--- config.mk ---
export PLATFORM = sky130hd
export DESIGN_NAME = thor2024_fetch_pc_gen
export DESIGN_NICKNAME = d
export VERILOG_FILES = /design/src/rtl/thor2024_fetch_pc_gen_pkg.sv /design/src/rtl/thor2024_fetch_fifo.sv /design/src/rtl/thor2024_fetch_pc_gen.sv
export SDC_FILE = /design/constraint.sdc
export NUM_CORES = 1
export LEC_CHECK = 0
export BUFFER_PORTS_ARGS = -buffer_cell sky130_fd_sc_hd__buf_2
export CORE_ASPECT_RATIO = 1.2
export CORE_MARGIN = 4
export CORE_UTILIZATION = 55
export CTS_BUF_LIST = sky130_fd_sc_hd__clkbuf_8 sky130_fd_sc_hd__clkbuf_16
export CTS_CLUSTER_DIAMETER = 40
export DETAILED_ROUTE_END_ITERATION = 10
export PLACE_DENSITY = 0.73
export SLEW_MARGIN = 0
export SYNTH_ARGS = -nofsm -noshare
export SYNTH_HDL_FRONTEND = slang
export SYNTH_SLANG_ARGS = --single-unit
--- constraint.sdc ---
create_clock -name rclk -period 4.6 [get_ports rclk]
set_input_delay 0.46 -clock rclk [delete_from_list [all_inputs] [get_ports rclk]]
set_output_delay 0.46 -clock rclk [all_outputs]
set_load 0.1 [all_outputs]
--- src/rtl/thor2024_fetch_pc_gen_pkg.sv ---
// Thor2024 front-end shared types: fetch PC, fetch-queue entry, fetch FSM.
// Also holds the sequential fetch step shared with the BTB.
package thor2024_fetch_pc_gen_pkg;

  localparam int PC_W = 32;

  typedef logic [PC_W-1:0] pc_address_t;

  localparam pc_address_t THOR_FETCH_STEP = 32'h0000_A000;

  typedef struct packed {
    logic        takb;
    pc_address_t pc;
    pc_address_t tgt;
  } fq_entry_t;

  typedef enum logic [1:0] {
    REDIR = 2'd0,
    RUN   = 2'd1,
    STALL = 2'd2
  } fetch_state_t;

  // Next sequential group; low 12 bits cleared, wraps modulo 2^PC_W.
  function automatic pc_address_t seq_pc_f(
    input pc_address_t cur,
    input pc_address_t step
  );
    pc_address_t s;
    s = cur + step;
    return {s[PC_W-1:12], 12'h000};
  endfunction

endpackage

--- src/rtl/thor2024_fetch_fifo.sv ---
// Circular in-order fetch queue of fq_entry_t with push/pop/flush.
// Ports: rclk, rst, push, pop, flush, din -> dout (head), full, empty.
module thor2024_fetch_fifo
  import thor2024_fetch_pc_gen_pkg::*;
#(
  parameter int DEPTH = 4
) (
  input  logic      rclk,
  input  logic      rst,
  input  logic      push,
  input  logic      pop,
  input  logic      flush,
  input  fq_entry_t din,
  output fq_entry_t dout,
  output logic      full,
  output logic      empty
);

  localparam int AW = $clog2(DEPTH);

  fq_entry_t       mem [DEPTH];
  logic [AW-1:0]   rptr;
  logic [AW-1:0]   wptr;
  logic [AW:0]     cnt;

  assign full  = (cnt == (AW+1)'(DEPTH));
  assign empty = (cnt == '0);
  assign dout  = mem[rptr];

  // A pop that coincides with a flush is dropped; flush wins.
  always_ff @(posedge rclk) begin
    if (rst) begin
      rptr <= '0;
      wptr <= '0;
      cnt  <= '0;
      for (int i = 0; i < DEPTH; i++)
        mem[i] <= '0;
    end else if (flush) begin
      rptr <= '0;
      wptr <= '0;
      cnt  <= '0;
    end else begin
      if (push) begin
        mem[wptr] <= din;
        wptr      <= wptr + AW'(1);
      end
      if (pop)
        rptr <= rptr + AW'(1);
      case ({push, pop})
        2'b10:   cnt <= cnt + (AW+1)'(1);
        2'b01:   cnt <= cnt - (AW+1)'(1);
        default: cnt <= cnt;
      endcase
    end
  end

endmodule

--- src/rtl/thor2024_fetch_pc_gen.sv ---
// Fetch PC generator: next-PC mux, fetch FSM and fetch queue to decode.
// Ports: rclk/rst, ihit, btb_*, redirect*, pc out, fq_* handshake to decoder.
module thor2024_fetch_pc_gen
  import thor2024_fetch_pc_gen_pkg::*;
#(
  parameter pc_address_t RESET_PC   = 32'hFFFD_0000,
  parameter pc_address_t FETCH_STEP = THOR_FETCH_STEP,
  parameter int          FQ_DEPTH   = 4
) (
  input  logic        rclk,
  input  logic        rst,
  input  logic        ihit,
  input  logic        btb_takb,
  input  pc_address_t btb_next_pc,
  input  logic        redirect,
  input  pc_address_t redirect_pc,
  output pc_address_t pc,
  output logic        fq_valid,
  input  logic        fq_ready,
  output pc_address_t fq_pc,
  output logic        fq_takb,
  output pc_address_t fq_tgt
);

  fetch_state_t state_q;
  fetch_state_t state_d;
  logic         accept;
  logic         pop;
  logic         space;
  logic         fq_full;
  logic         fq_empty;
  pc_address_t  seq_pc;
  pc_address_t  next_pc;
  fq_entry_t    wr_ent;
  fq_entry_t    rd_ent;

  assign seq_pc  = seq_pc_f(pc, FETCH_STEP);
  assign next_pc = btb_takb ? btb_next_pc : seq_pc;

  assign fq_valid = !fq_empty;
  assign pop      = fq_valid & fq_ready;
  // A same-cycle pop frees the slot the push needs.
  assign space    = !fq_full | pop;

  always_ff @(posedge rclk) begin
    if (rst)
      state_q <= REDIR;
    else
      state_q <= state_d;
  end

  always_comb begin
    state_d = state_q;
    if (redirect) begin
      state_d = REDIR;
    end else begin
      case (state_q)
        REDIR:   state_d = RUN;
        RUN:     if (!(ihit && space)) state_d = STALL;
        STALL:   if (ihit && space) state_d = RUN;
        default: state_d = REDIR;
      endcase
    end
  end

  // REDIR is the BTB read bubble; STALL may accept on its exit cycle.
  always_comb begin
    accept = 1'b0;
    case (state_q)
      RUN,
      STALL:   accept = ihit & space & !redirect;
      default: accept = 1'b0;
    endcase
  end

  always_ff @(posedge rclk) begin
    if (rst)
      pc <= RESET_PC;
    else if (redirect)
      pc <= redirect_pc;
    else if (accept)
      pc <= next_pc;
  end

  assign wr_ent = '{takb: btb_takb, pc: pc, tgt: next_pc};

  thor2024_fetch_fifo #(
    .DEPTH (FQ_DEPTH)
  ) u_fq (
    .rclk  (rclk),
    .rst   (rst),
    .push  (accept),
    .pop   (pop),
    .flush (redirect),
    .din   (wr_ent),
    .dout  (rd_ent),
    .full  (fq_full),
    .empty (fq_empty)
  );

  assign fq_pc   = rd_ent.pc;
  assign fq_takb = rd_ent.takb;
  assign fq_tgt  = rd_ent.tgt;

endmodule

Word level (Yosys, flattened, before mapping):

Memories as Yosys holds them, arrays and structs flattened. A register that Yosys moved wholly into a read port is not among the register bits.
Cells that the tools add are included.

* equality and inequality tests: 7
* shift operators: 0
* bitwise operators: 4
* divide/modulo/power cells: 0
* reductions and logical operators: 12
* order comparisons: 0
* $mul: 0
* add/sub/neg operators: 5
* mux-type cells: 19

Operators with widths (count)
* $mux W32: 3
* $mux W65: 1
* $reduce_or A65 Y1: 1
* $add A32 B16 Y32 const B: 1
* $mux W2: 5
* $mux W1: 8
* $pmux W2 S3: 1
* $pmux W3 S2: 1
* $add A2 B1 Y2 const B: 2
* $eq A2 B1 Y1 const B: 2
* $eq A2 B2 Y1 const B: 2
* $ne A2 B2 Y1 const B: 2
* $reduce_bool A2 Y1: 2
* $reduce_or A2 Y1: 2
* $add A3 B1 Y3 const B: 1
* $and A1 B1 Y1: 3
* $eq A3 B3 Y1 const B: 1
* $logic_not A1 Y1: 3
* $logic_not A3 Y1: 1
* $sub A3 B1 Y3 const B: 1
* $logic_not A2 Y1: 1
* $reduce_and A2 Y1: 1
* $logic_and A1 B1 Y1: 1
* $or A1 B1 Y1: 1

* word-level logic and storage cells: 53
* latch bits: 0
* memories: 1
* input port bits: 70
* flip-flop bits (word level): 41
* ROM bits: 0
* memory bits (writable): 260

Memory list
* u_fq.mem: depth 4, bits a word 65, rd ports 1, clocked after memory_dff 1, write ports 4, RTL line thor2024_fetch_fifo.sv:21 `fq_entry_t mem [DEPTH];`

Depth between registers and ports, before layout:

Gate-level depths: netlist (run 1).

* word-level depth: 13
* depth in mapped cells: 13
* mapped depth without buffers: 10

Modules after synthesis:

A second synthesis (run 1) with hierarchy kept.

* cell total of the unflattened synthesis: 1089
* area total of the unflattened synthesis: 13824.5 um^2

Modules (own cells, without submodules)
* thor2024_fetch_fifo: instances 1, cells an instance 749, sequential area each 7987.7 um^2, area each 11388.4 um^2
* thor2024_fetch_pc_gen: instances 1, cells an instance 340, sequential area each 680.7 um^2, area each 2436.1 um^2

Least setup slack after synthesis (run 1):

OpenSTA, ideal clock, no wires.

* kind: register -> register
* start point: register state_q[0]
* end point: memory u_fq.mem[0][0] (netlist name) (enable)
* data arrival time: 3.050 ns
* cell stages (with the launch flop): 9
* setup slack: 1.117 ns
* clock period less this slack: 3.483 ns
* required time: 4.166 ns
* library setup time: 0.434 ns
* buffers on the path: 2
* cells stage by stage: dfxtp_1 -> inv_1 -> ha_1 -> and3_4 -> buf_6 -> nand2_8 -> or3_1 -> buf_2 -> nand2b_1

RTL lines
* start: declaration: RTL line thor2024_fetch_pc_gen.sv:25 `fetch_state_t state_q;`
* start signal: assignment: RTL line thor2024_fetch_pc_gen.sv:49 `state_q <= state_d;`
* end: declaration: RTL line thor2024_fetch_fifo.sv:21

==> results.tsv, run 1 <==
metric	value	unit
gp_congestion	0.849	
p_int	0.00490	W
dieWidth	153	um
p_seq_share	47.7	%
diodes	0	
num_rows	63	
synth.top_cell.area_share	56.6	%
maxClockFrequency	302	MHz
drt_iter0_drc	787	
synth_top_area_cell	edfxtp_1	
setup_slack	1.29	ns
finalNonFillerCells	1467	
grt_pass1_wl	51700	um
final_common_cell	edfxtp_1	
root_buffer	clkbuf_16	
layout_common_cells	edfxtp_1, buf_2, and2_1, nor2_1, mux4_2	
yosys_warnings	0	
yosysSeqAreaShare	62.9	%
ant_nets	0	
cts_max_level	2	
power_density	416	nW/um2
track_usage	24.2	%
rsz0062_at_grt	false	
drv_cap	0	
arrival	3.43	ns
wl	33700	um
routedWlPerCell	23.0	um
required	4.72	ns
cp_max_fo	65	
start_util	55.9	%
async_flop_share	0	%
endpoint_kind	register	
stdcell_area	16000	um2
placed_cells	1405	
p_clk_share	41.1	%
grt_antenna_before_repair	1	
grt_overflow	0	
routed_via_density	5.88	
syn_area_per_cell	14.2	um2
worst_slew_pin_slew	1.04	ns
layout-drive-gt1-share	29.5	%
fin_skew	0.0140	ns
power_frac_comb	11.2	%
postCtsHoldBufs	0	
drc	0	
final_nets	1194	
io_buffers	167	
die-area	27700	um2
switching_share	26.2	%
reg2reg_slack	1.29	ns
place_hpwl	22000	um
relSlewSlack	30.6	%
synth_edf_count	260	
clock_latency	0.51	ns
core_area	24700	um2
hold_depth	2	
switchingPower	0.00174	W
cts_sinks	303	
fill_cells	1811	
cp-start-kind	register	
r2r_cells	7	
pin_count	168	
synth-seq-cells	303	
syn-num-nets	1049	
synth.area.top_cells	edfxtp_1, mux4_2, and2_1	
finalCritPeriodShare	71.9	%
maxSlewViolCount	0	
cts_buffers	34	
yosys.cell_types.count	69	
first_pass_iters	5	
cts_setup_buffers	0	
irDropWorstVdd	0.434	mV
cts.clk_slew.worst_paths	0.06	ns
status	complete, no violations	
setup-tns-final	0	ns
cts_tree	built	
hold_class	in -> reg	
areaGrowthSynthToFinish	15.8	%
hold_violations	0	
place_area	14800	um2
clock_path_buffers	3	
grt_pass1_vias	8704	
cts_resized	0	
pre_cts_ws	1.31	ns
grt_max_degree	66	
ys.flop_type	edfxtp_1	
syn_inst	971	
dieHeight	181	um
setup_viol	0	
period_needed	3.31	ns
vias	8633	
crit_type	reg -> reg	
leakagePower	6.20	nW
synth_area	13800	um2
-- registers in the layout (all words and copies together) (netlist names), named ones only --
signal / count
u_fq.cnt: 3
state_q: 2
u_fq.wptr: 2
u_fq.rptr: 2
u_fq.mem: 260
pc: 32
-- layout make-up --
type | instances | area (um2) | share of cell area (%)
Inverter | 13 | 48.8 | 0.306
Multi-Input combinational cell | 580 | 4700 | 29.4
Sequential cell | 303 | 8670 | 54.3
Timing Repair Buffer | 184 | 1000 | 6.27
Tap cell | 325 | 407 | 2.55
Clock buffer | 35 | 865 | 5.41
Clock inverter | 27 | 274 | 1.72
-- layer usage --
metal	wire length [um]	global-route usage (%)
met1	13800	34.2
met3	2080	3.89
met5	13	0
met2	17000	39.7
met4	803	7.06
-- cell families after synthesis --
| kind of cell | after synthesis | share of synthesized area, % |
|---|---|---|
| AO/OA/AOI/OAI | 80 | 4.54 |
| buffers and inverters | 88 | 3.22 |
| multiplexers | 80 | 11.7 |
| flip-flops | 303 | 62.9 |
| adder cells (fa/ha/maj) | 8 | 0.781 |
| AND/OR/NAND/NOR | 396 | 15.8 |
| XOR/XNOR | 16 | 1.02 |
-- critical path, stage by stage (launching register included) --
cell,delay (ns)
dfxtp_1,0.41
inv_1,0.10
ha_1,0.34
and3_4,0.41
nand2_8,0.22
or3_1,0.35
buf_4,0.25
nand2b_4,0.79
-- cell usage after synthesis (5+ instances only) --
| cell | instances |
|---|---|
| ha_1 | 7 |
| a31oi_1 | 6 |
| mux2i_1 | 13 |
| nand3_1 | 13 |
| and2_1 | 159 |
| xor2_1 | 8 |
| nor3_1 | 22 |
| a221oi_1 | 6 |
| clkbuf_1 | 38 |
| or3_1 | 5 |
| buf_2 | 17 |
| o21bai_1 | 5 |
| dfxtp_1 | 43 |
| a311oi_1 | 9 |
| nand2_1 | 23 |
| and3_1 | 14 |
| o21ai_0 | 9 |
| nand2b_1 | 12 |
| inv_1 | 11 |
| buf_6 | 9 |
| mux4_2 | 65 |
| xnor2_1 | 8 |
| nor2_1 | 119 |
| a21oi_1 | 11 |
| buf_1 | 5 |
| edfxtp_1 | 260 |
-- power groups by stage --
stage	logic [W]	registers, W	clock network, W
2_1_floorplan	0.000453	0.00332	0
3_3_place_gp	0.000741	0.00322	0
3_5_place_dp	0.000746	0.00322	0
4_1_cts	0.000747	0.00316	0.00276
5_1_grt	0.000778	0.00317	0.00288
6_report	0.000745	0.00316	0.00273
-- per-stage QoR --
step	total power, W	hold WS [ns]	utilization [%]
final	0.00664	0.197	64.7
after global routing	0.00683	0.212	64.7
after CTS	0.00667	0.189	64.7
after detailed placement	0.00397	0.502	60.1
after global placement	0.00396	0.477	60.1
after floorplan	0.00377	0.462	-
-- final timing paths --
check,startpoint,end
min reg2reg,u_fq.cnt[2],u_fq.cnt[2]
min,redirect_pc[16],pc[16]
max reg2reg,state_q[0],u_fq.mem[0][0]
max,state_q[0],u_fq.mem[0][0]
Power figures use the tool's default switching activity.
==> run 2: changes to the inputs <==
--- a/config.mk
+++ b/config.mk
@@ -8,11 +8,11 @@
 export BUFFER_PORTS_ARGS = -buffer_cell sky130_fd_sc_hd__buf_2
 export CORE_ASPECT_RATIO = 1.2
 export CORE_MARGIN = 4
-export CORE_UTILIZATION = 55
+export CORE_UTILIZATION = 53
 export CTS_BUF_LIST = sky130_fd_sc_hd__clkbuf_8 sky130_fd_sc_hd__clkbuf_16
 export CTS_CLUSTER_DIAMETER = 40
 export DETAILED_ROUTE_END_ITERATION = 10
-export PLACE_DENSITY = 0.73
+export PLACE_DENSITY = 0.74
 export SLEW_MARGIN = 0
 export SYNTH_ARGS = -nofsm -noshare
 export SYNTH_HDL_FRONTEND = slang
==> constraint.sdc (replaced) <==
create_clock -name rclk -period 2.7 [get_ports rclk]
set_input_delay 0.27 -clock rclk [delete_from_list [all_inputs] [get_ports rclk]]
set_output_delay 0.27 -clock rclk [all_outputs]
set_load 0.1 [all_outputs]
==> run 2 against run 1 <==
Effect of this change: sequential share of layout area shrank 0.91 points; combinational power rose by 77%; global-route usage is 0.21 points lower; wire length rose by 2.6%; die area is 3.6% higher; clock skew is 0.0044 ns lower; flip-flop and latch count unchanged; design area rose by 1.9%; non-clock buffer count is 21 higher; total power grew 70%; utilization shrank 1.0 points; critical path type is now reg -> out; critical endpoint is now fq_pc[17]; largest cell class unchanged.
==> results.tsv, run 2 (synthesis results as in run 1) <==
metric	value	unit	change
grt_antenna_before_repair	2		+1
die-area	28700	um2	+3.6%
min_from	redirect_pc[15]		
pre_cts_ws	0.166	ns	-1.14 ns
hold_class	in -> reg		
setup_viol	0		unchanged
final_common_cell	edfxtp_1		
drt_iter0_drc	820		+4.2%
setup-tns-final	0	ns	unchanged
period_needed	2.55	ns	
grt_overflow	0		unchanged
vias	8769		+1.6%
clock_path_buffers	3		unchanged
routedWlPerCell	23.1	um	+0.55%
dieWidth	155	um	+1.8%
p_clk_share	40.8	%	-0.3 points
r2r-start	state_q[0]		
cts.clk_slew.worst_paths	0.06	ns	about the same
finalCritPeriodShare	94.4	%	
layout-drive-gt1-share	32.3	%	+2.8 points
root_buffer	clkbuf_16		
drc	0		unchanged
dieHeight	185	um	+1.8%
grt_pass1_wl	52400	um	+1.5%
finalNonFillerCells	1497		+2.0%
endpoint_kind	primary output		
arrival	2.28	ns	-1.15 ns
cts_setup_buffers	0		unchanged
drv_cap	0		unchanged
switchingPower	0.00301	W	+73%
first_pass_iters	5		unchanged
num_rows	64		+1.6%
wl	34600	um	+2.6%
cts_max_level	2		unchanged
core_area	25500	um2	+3.5%
setup_slack	0.151	ns	-1.14 ns
start_util	54.0	%	-1.9 points
status	complete, no violations		
power_density	695	nW/um2	+67%
crit_type	reg -> out		
relSlewSlack	39.8	%	+9.2 points
cts_tree	built		
hold_violations	0		unchanged
clock_latency	0.50	ns	about the same
layout_common_cells	edfxtp_1, buf_2, and2_1, nor2_1, mux4_2		
cp-start-kind	register		
top_regs	u_fq.mem x260, pc x32, u_fq.cnt x3		
final_util	63.7	%	-1.0 points
irDropWorstVdd	0.394	mV	-9.1%
grt_pass1_vias	8928		+2.6%
leakagePower	6.33	nW	+2.1%
track_usage	24.0	%	-0.21 points
io_buffers	167		unchanged
p_int	0.00830	W	+69%
final_nets	1218		+2.0%
postCtsHoldBufs	1		+1
top_register	u_fq.mem		
routed_via_density	5.86		-0.46%
maxSlewViolCount	0		unchanged
place_hpwl	22400	um	+1.6%
pin_count	168		unchanged
switching_share	26.6	%	+0.43 points
worst_slew_pin_slew	0.900	ns	-0.141 ns
power_frac_comb	11.7	%	+0.5 points
maxClockFrequency	392	MHz	
placed_cells	1430		+1.8%
fin_skew	0.00963	ns	-0.00440 ns
areaGrowthSynthToFinish	18.0	%	
cts_sinks	303		unchanged
p_seq_share	47.6	%	about the same
ant_nets	0		unchanged
required	2.43	ns	-2.29 ns
cts_resized	0		unchanged
cts_buffers	37		+8.8%
largest_register_ffs	260		unchanged
grt_max_degree	66		unchanged
cp_max_fo	38		-42%
gp_congestion	0.891		+4.9%
rsz0062_at_grt	false		
==> run 2: cell count changes in the layout (fill, tap and decap cells not counted), moves of 2 or more <==
cell	delta
dfxtp_1	-13
dfxtp_2	+13
buf_4	+12
buf_12	+8
bufinv_16	-4
clkbuf_16	+4
clkbuf_8	+2
clkinvlp_4	+2
==> run 2: layout make-up <==
cell class	instances	area (um2)
well taps	330	413
clock buffers	41	992
fillers	1894	9270
diodes	1	2.50
inverters	13	48.8
repair buffers	205	1260
clock inverters	24	159
flip-flops and latches	303	8690
multi-input cells	580	4710
==> run 2: routing by layer <==
| layer | GRT usage [%] | part of all wire, % | vias to the layer above |
|---|---|---|---|
| met5 | 0 | 0.038 | - |
| met3 | 4.77 | 8.0 | 65 |
| li1 | - | - | 3928 |
| met2 | 39.8 | 49 | 367 |
| met4 | 7.60 | 2.9 | 2 |
| met1 | 32.5 | 40 | 4407 |
==> run 2: power by group through the flow <==
| stage | clock, W | combinational, W | sequential (W) |
|---|---|---|---|
| after detailed placement | 0 | 0.00132 | 0.00548 |
| final | 0.00461 | 0.00132 | 0.00538 |
| after floorplan | 0 | 0.000773 | 0.00566 |
| after CTS | 0.00464 | 0.00132 | 0.00538 |
| after global routing | 0.00486 | 0.00137 | 0.00540 |
| after global placement | 0 | 0.00131 | 0.00546 |
==> run 2: path summary, 6_finish.rpt <==
| check | endpoint | slack [ns] | cells past startpoint |
|---|---|---|---|
| setup / recovery | fq_pc[17] | 0.15 | 3 |
| hold / removal | pc[15] | 0.04 | 3 |
| setup reg to reg | u_fq.mem[3][36] | 0.15 | 7 |
| hold reg to reg | u_fq.cnt[2] | 0.52 | 2 |
==> run 2: stage by stage <==
| step | area [um2] | hold WS [ns] | power [W] |
|---|---|---|---|
| after global placement | 15100 | 0.492 | 0.00677 |
| after CTS | 16300 | 0.0195 | 0.0113 |
| after detailed placement | 15100 | 0.504 | 0.00679 |
| after global routing | 16300 | 0.0360 | 0.0116 |
| final | 16300 | 0.0365 | 0.0113 |
| after floorplan | 13800 | 0.392 | 0.00643 |
==> run 2: worst max-delay path, stage by stage (launching register included) <==
cell and delay, ns:
dfxtp_4 0.49, buf_12 0.33, mux4_2 0.60, buf_2 0.32
==> run 3: changes to the inputs <==
--- a/config.mk
+++ b/config.mk
@@ -5,14 +5,14 @@
 export SDC_FILE = /design/constraint.sdc
 export NUM_CORES = 1
 export LEC_CHECK = 0
-export BUFFER_PORTS_ARGS = -buffer_cell sky130_fd_sc_hd__buf_2
+export BUFFER_PORTS_ARGS = -buffer_cell sky130_fd_sc_hd__clkbuf_2
 export CORE_ASPECT_RATIO = 1.2
 export CORE_MARGIN = 4
-export CORE_UTILIZATION = 53
+export CORE_UTILIZATION = 45
 export CTS_BUF_LIST = sky130_fd_sc_hd__clkbuf_8 sky130_fd_sc_hd__clkbuf_16
 export CTS_CLUSTER_DIAMETER = 40
 export DETAILED_ROUTE_END_ITERATION = 10
-export PLACE_DENSITY = 0.74
+export PLACE_DENSITY = 0.64
 export SLEW_MARGIN = 0
 export SYNTH_ARGS = -nofsm -noshare
 export SYNTH_HDL_FRONTEND = slang
==> run 3 against run 2 <==
Effect of this change: register-to-register slack better by 0.05 ns; wire length is 3.3% higher; combinational power hardly changed; critical path type is now reg -> reg; critical path depth is 6 higher; sequential power hardly changed.
==> results.tsv, run 3 (synthesis results as in run 1) <==
metric	value	unit	change
status	complete, no violations		
cts_sinks	303		unchanged
arrival	2.92	ns	+0.64 ns
whs	0.0190	ns	-0.0175 ns
root_buffer	clkbuf_16		
hold_end	pc[16]		
grt_pass1_wl	54300	um	+3.6%
top_regs	u_fq.mem x260, pc x32, u_fq.cnt x3		
place_hpwl	23900	um	+6.8%
track_usage	21.1	%	-2.9 points
grt_pass1_vias	9059		+1.5%
rsz0062_at_grt	false		
largest_register_ffs	260		unchanged
fin_skew	0.0104	ns	+0.000798 ns
maxSlewViolCount	0		unchanged
core_area	30000	um2	+17%
start_util	46.0	%	-7.9 points
period_needed	2.49	ns	-0.0543 ns
hold_violations	0		unchanged
min_from	redirect_pc[16]		
irDropWorstVdd	0.366	mV	-7.2%
setup_slack	0.205	ns	+0.0543 ns
setup-tns-final	0	ns	unchanged
pre_cts_ws	0.144	ns	-0.0227 ns
drc	0		unchanged
crit_type	reg -> reg		
gp_congestion	0.819		-8.1%
finalCritPeriodShare	92.4	%	-2.0 points
dieHeight	200	um	+8.2%
power_density	683	nW/um2	-1.7%
fill_cells	2426		+28%
r2r-start	u_fq.cnt[1]		
maxClockFrequency	401	MHz	+2.2%
routedWlPerCell	22.7	um	-1.8%
layout-drive-gt1-share	33.6	%	+1.2 points
top_register	u_fq.mem		
routed_via_density	5.53		-5.6%
relSlewSlack	38.8	%	-1.0 points
pin_count	168		unchanged
drt_iter0_drc	711		-13%
areaGrowthSynthToFinish	20.7	%	
wl	35800	um	+3.3%
dieWidth	168	um	+8.1%
cp-start-kind	register		
clock_latency	0.50	ns	about the same
final_common_cell	edfxtp_1		
grt_antenna_before_repair	0		-2
grt_max_degree	53		-20%
cp_max_fo	4		-89%
endpoint_kind	register		
layout_common_cells	edfxtp_1, clkbuf_2, and2_1, nor2_1, mux4_2		
io_buffers	167		unchanged
required	3.12	ns	+0.69 ns
ant_nets	0		unchanged
grt_overflow	0		unchanged
hold_depth	2		-1
total_power	0.0114	W	+0.46%
cts_buffers	36		-2.7%
vias	8713		-0.64%
setup_viol	0		unchanged
reg2reg_slack	0.21	ns	+0.05 ns
cts.clk_slew.worst_paths	0.05	ns	about the same
cts_tree	built		
first_pass_iters	5		unchanged
cts_max_level	2		unchanged
final_nets	1238		+1.6%
place_area	15400	um2	+1.6%
num_rows	69		+7.8%
worstReg2RegEnd	u_fq.cnt[2]		
leakagePower	6.48	nW	+2.4%
clock_path_buffers	3		unchanged
diodes	0		-1
worst_slew_pin_slew	0.915	ns	+0.0150 ns
die-area	33500	um2	+17%
hold_class	in -> reg		
drv_cap	0		unchanged
r2r_cells	9		+2
stdcell_area	16600	um2	+2.2%
-- run 3: cell count changes in the layout (fill, tap and decap cells not counted), moves of 2 or more --
cell      change
buf_2       -167
clkbuf_2    +167
buf_4        +12
buf_12       +10
clkinv_2      -3
clkinv_4      +3
inv_6         -2
-- run 3: critical path, stage by stage, from the launching register on --
cell	delay, ns
dfxtp_1	0.33
or4b_4	0.55
and3_4	0.24
nand2_1	0.11
ha_2	0.20
inv_1	0.06
fa_2	0.33
xor2_1	0.15
or3_1	0.30
a21oi_1	0.16
-- run 3: final cells by class --
type	instances	area (um2)	area share (%)
flip-flops and latches	303	8690	52.2
multi-input cells	580	4710	28.3
repair buffers	226	1540	9.26
clock buffers	40	967	5.81
well taps	390	488	2.93
clock inverters	24	190	1.14
inverters	13	48.8	0.293
-- run 3: worst max path at each step --
| stage | start | endpoint | slack (ns) | cells after the start |
|---|---|---|---|---|
| 5_1_grt | u_fq.cnt[1] | u_fq.cnt[2] | 0.11 | 9 |
| 4_1_cts | register | fq_pc[24] | 0.01 | 3 |
| 6_report | u_fq.cnt[1] | u_fq.cnt[2] | 0.21 | 9 |
| 3_5_place_dp | fq_ready | u_fq.cnt[2] | 0.14 | 10 |
| 2_1_floorplan | u_fq.cnt[1] | u_fq.cnt[2] | 0.04 | 12 |
| 3_3_place_gp | fq_ready | u_fq.cnt[2] | 0.20 | 10 |
-- run 3: where the power goes --
part / internal (W) / leakage [nW] / switching, W
sequential: 0.00526 / 3.05 / 0.000118
clock: 0.00278 / 0.593 / 0.00185
combinational: 0.000316 / 2.84 / 0.00104
-- run 3: repair_timing --
item                                    in CTS  in global routing
setup buffers                                0                 11
hold buffers                                 0                  0
resized for setup                            0                  1
endpoints found under the setup margin       0                 35
-- run 3: layer usage --
metal  GRT usage [%]  share of wire [%]  wire length [um]  vias to the layer above
met3            3.58                6.1              2170                       71
met5               0                  0                 0                        -
met1            28.6                 41             14600                     4365
li1                -                  -                 -                     3966
met2            35.2                 50             17900                      311
met4            6.98                3.0              1080                        0
-- run 3: through the flow --
step / utilization, % / cells
after global routing: 55.5 / 1576
after CTS: 55.1 / 1565
after floorplan: - / 971
final: 55.5 / 1576
after detailed placement: 51.3 / 1501
after global placement: 51.3 / 1501
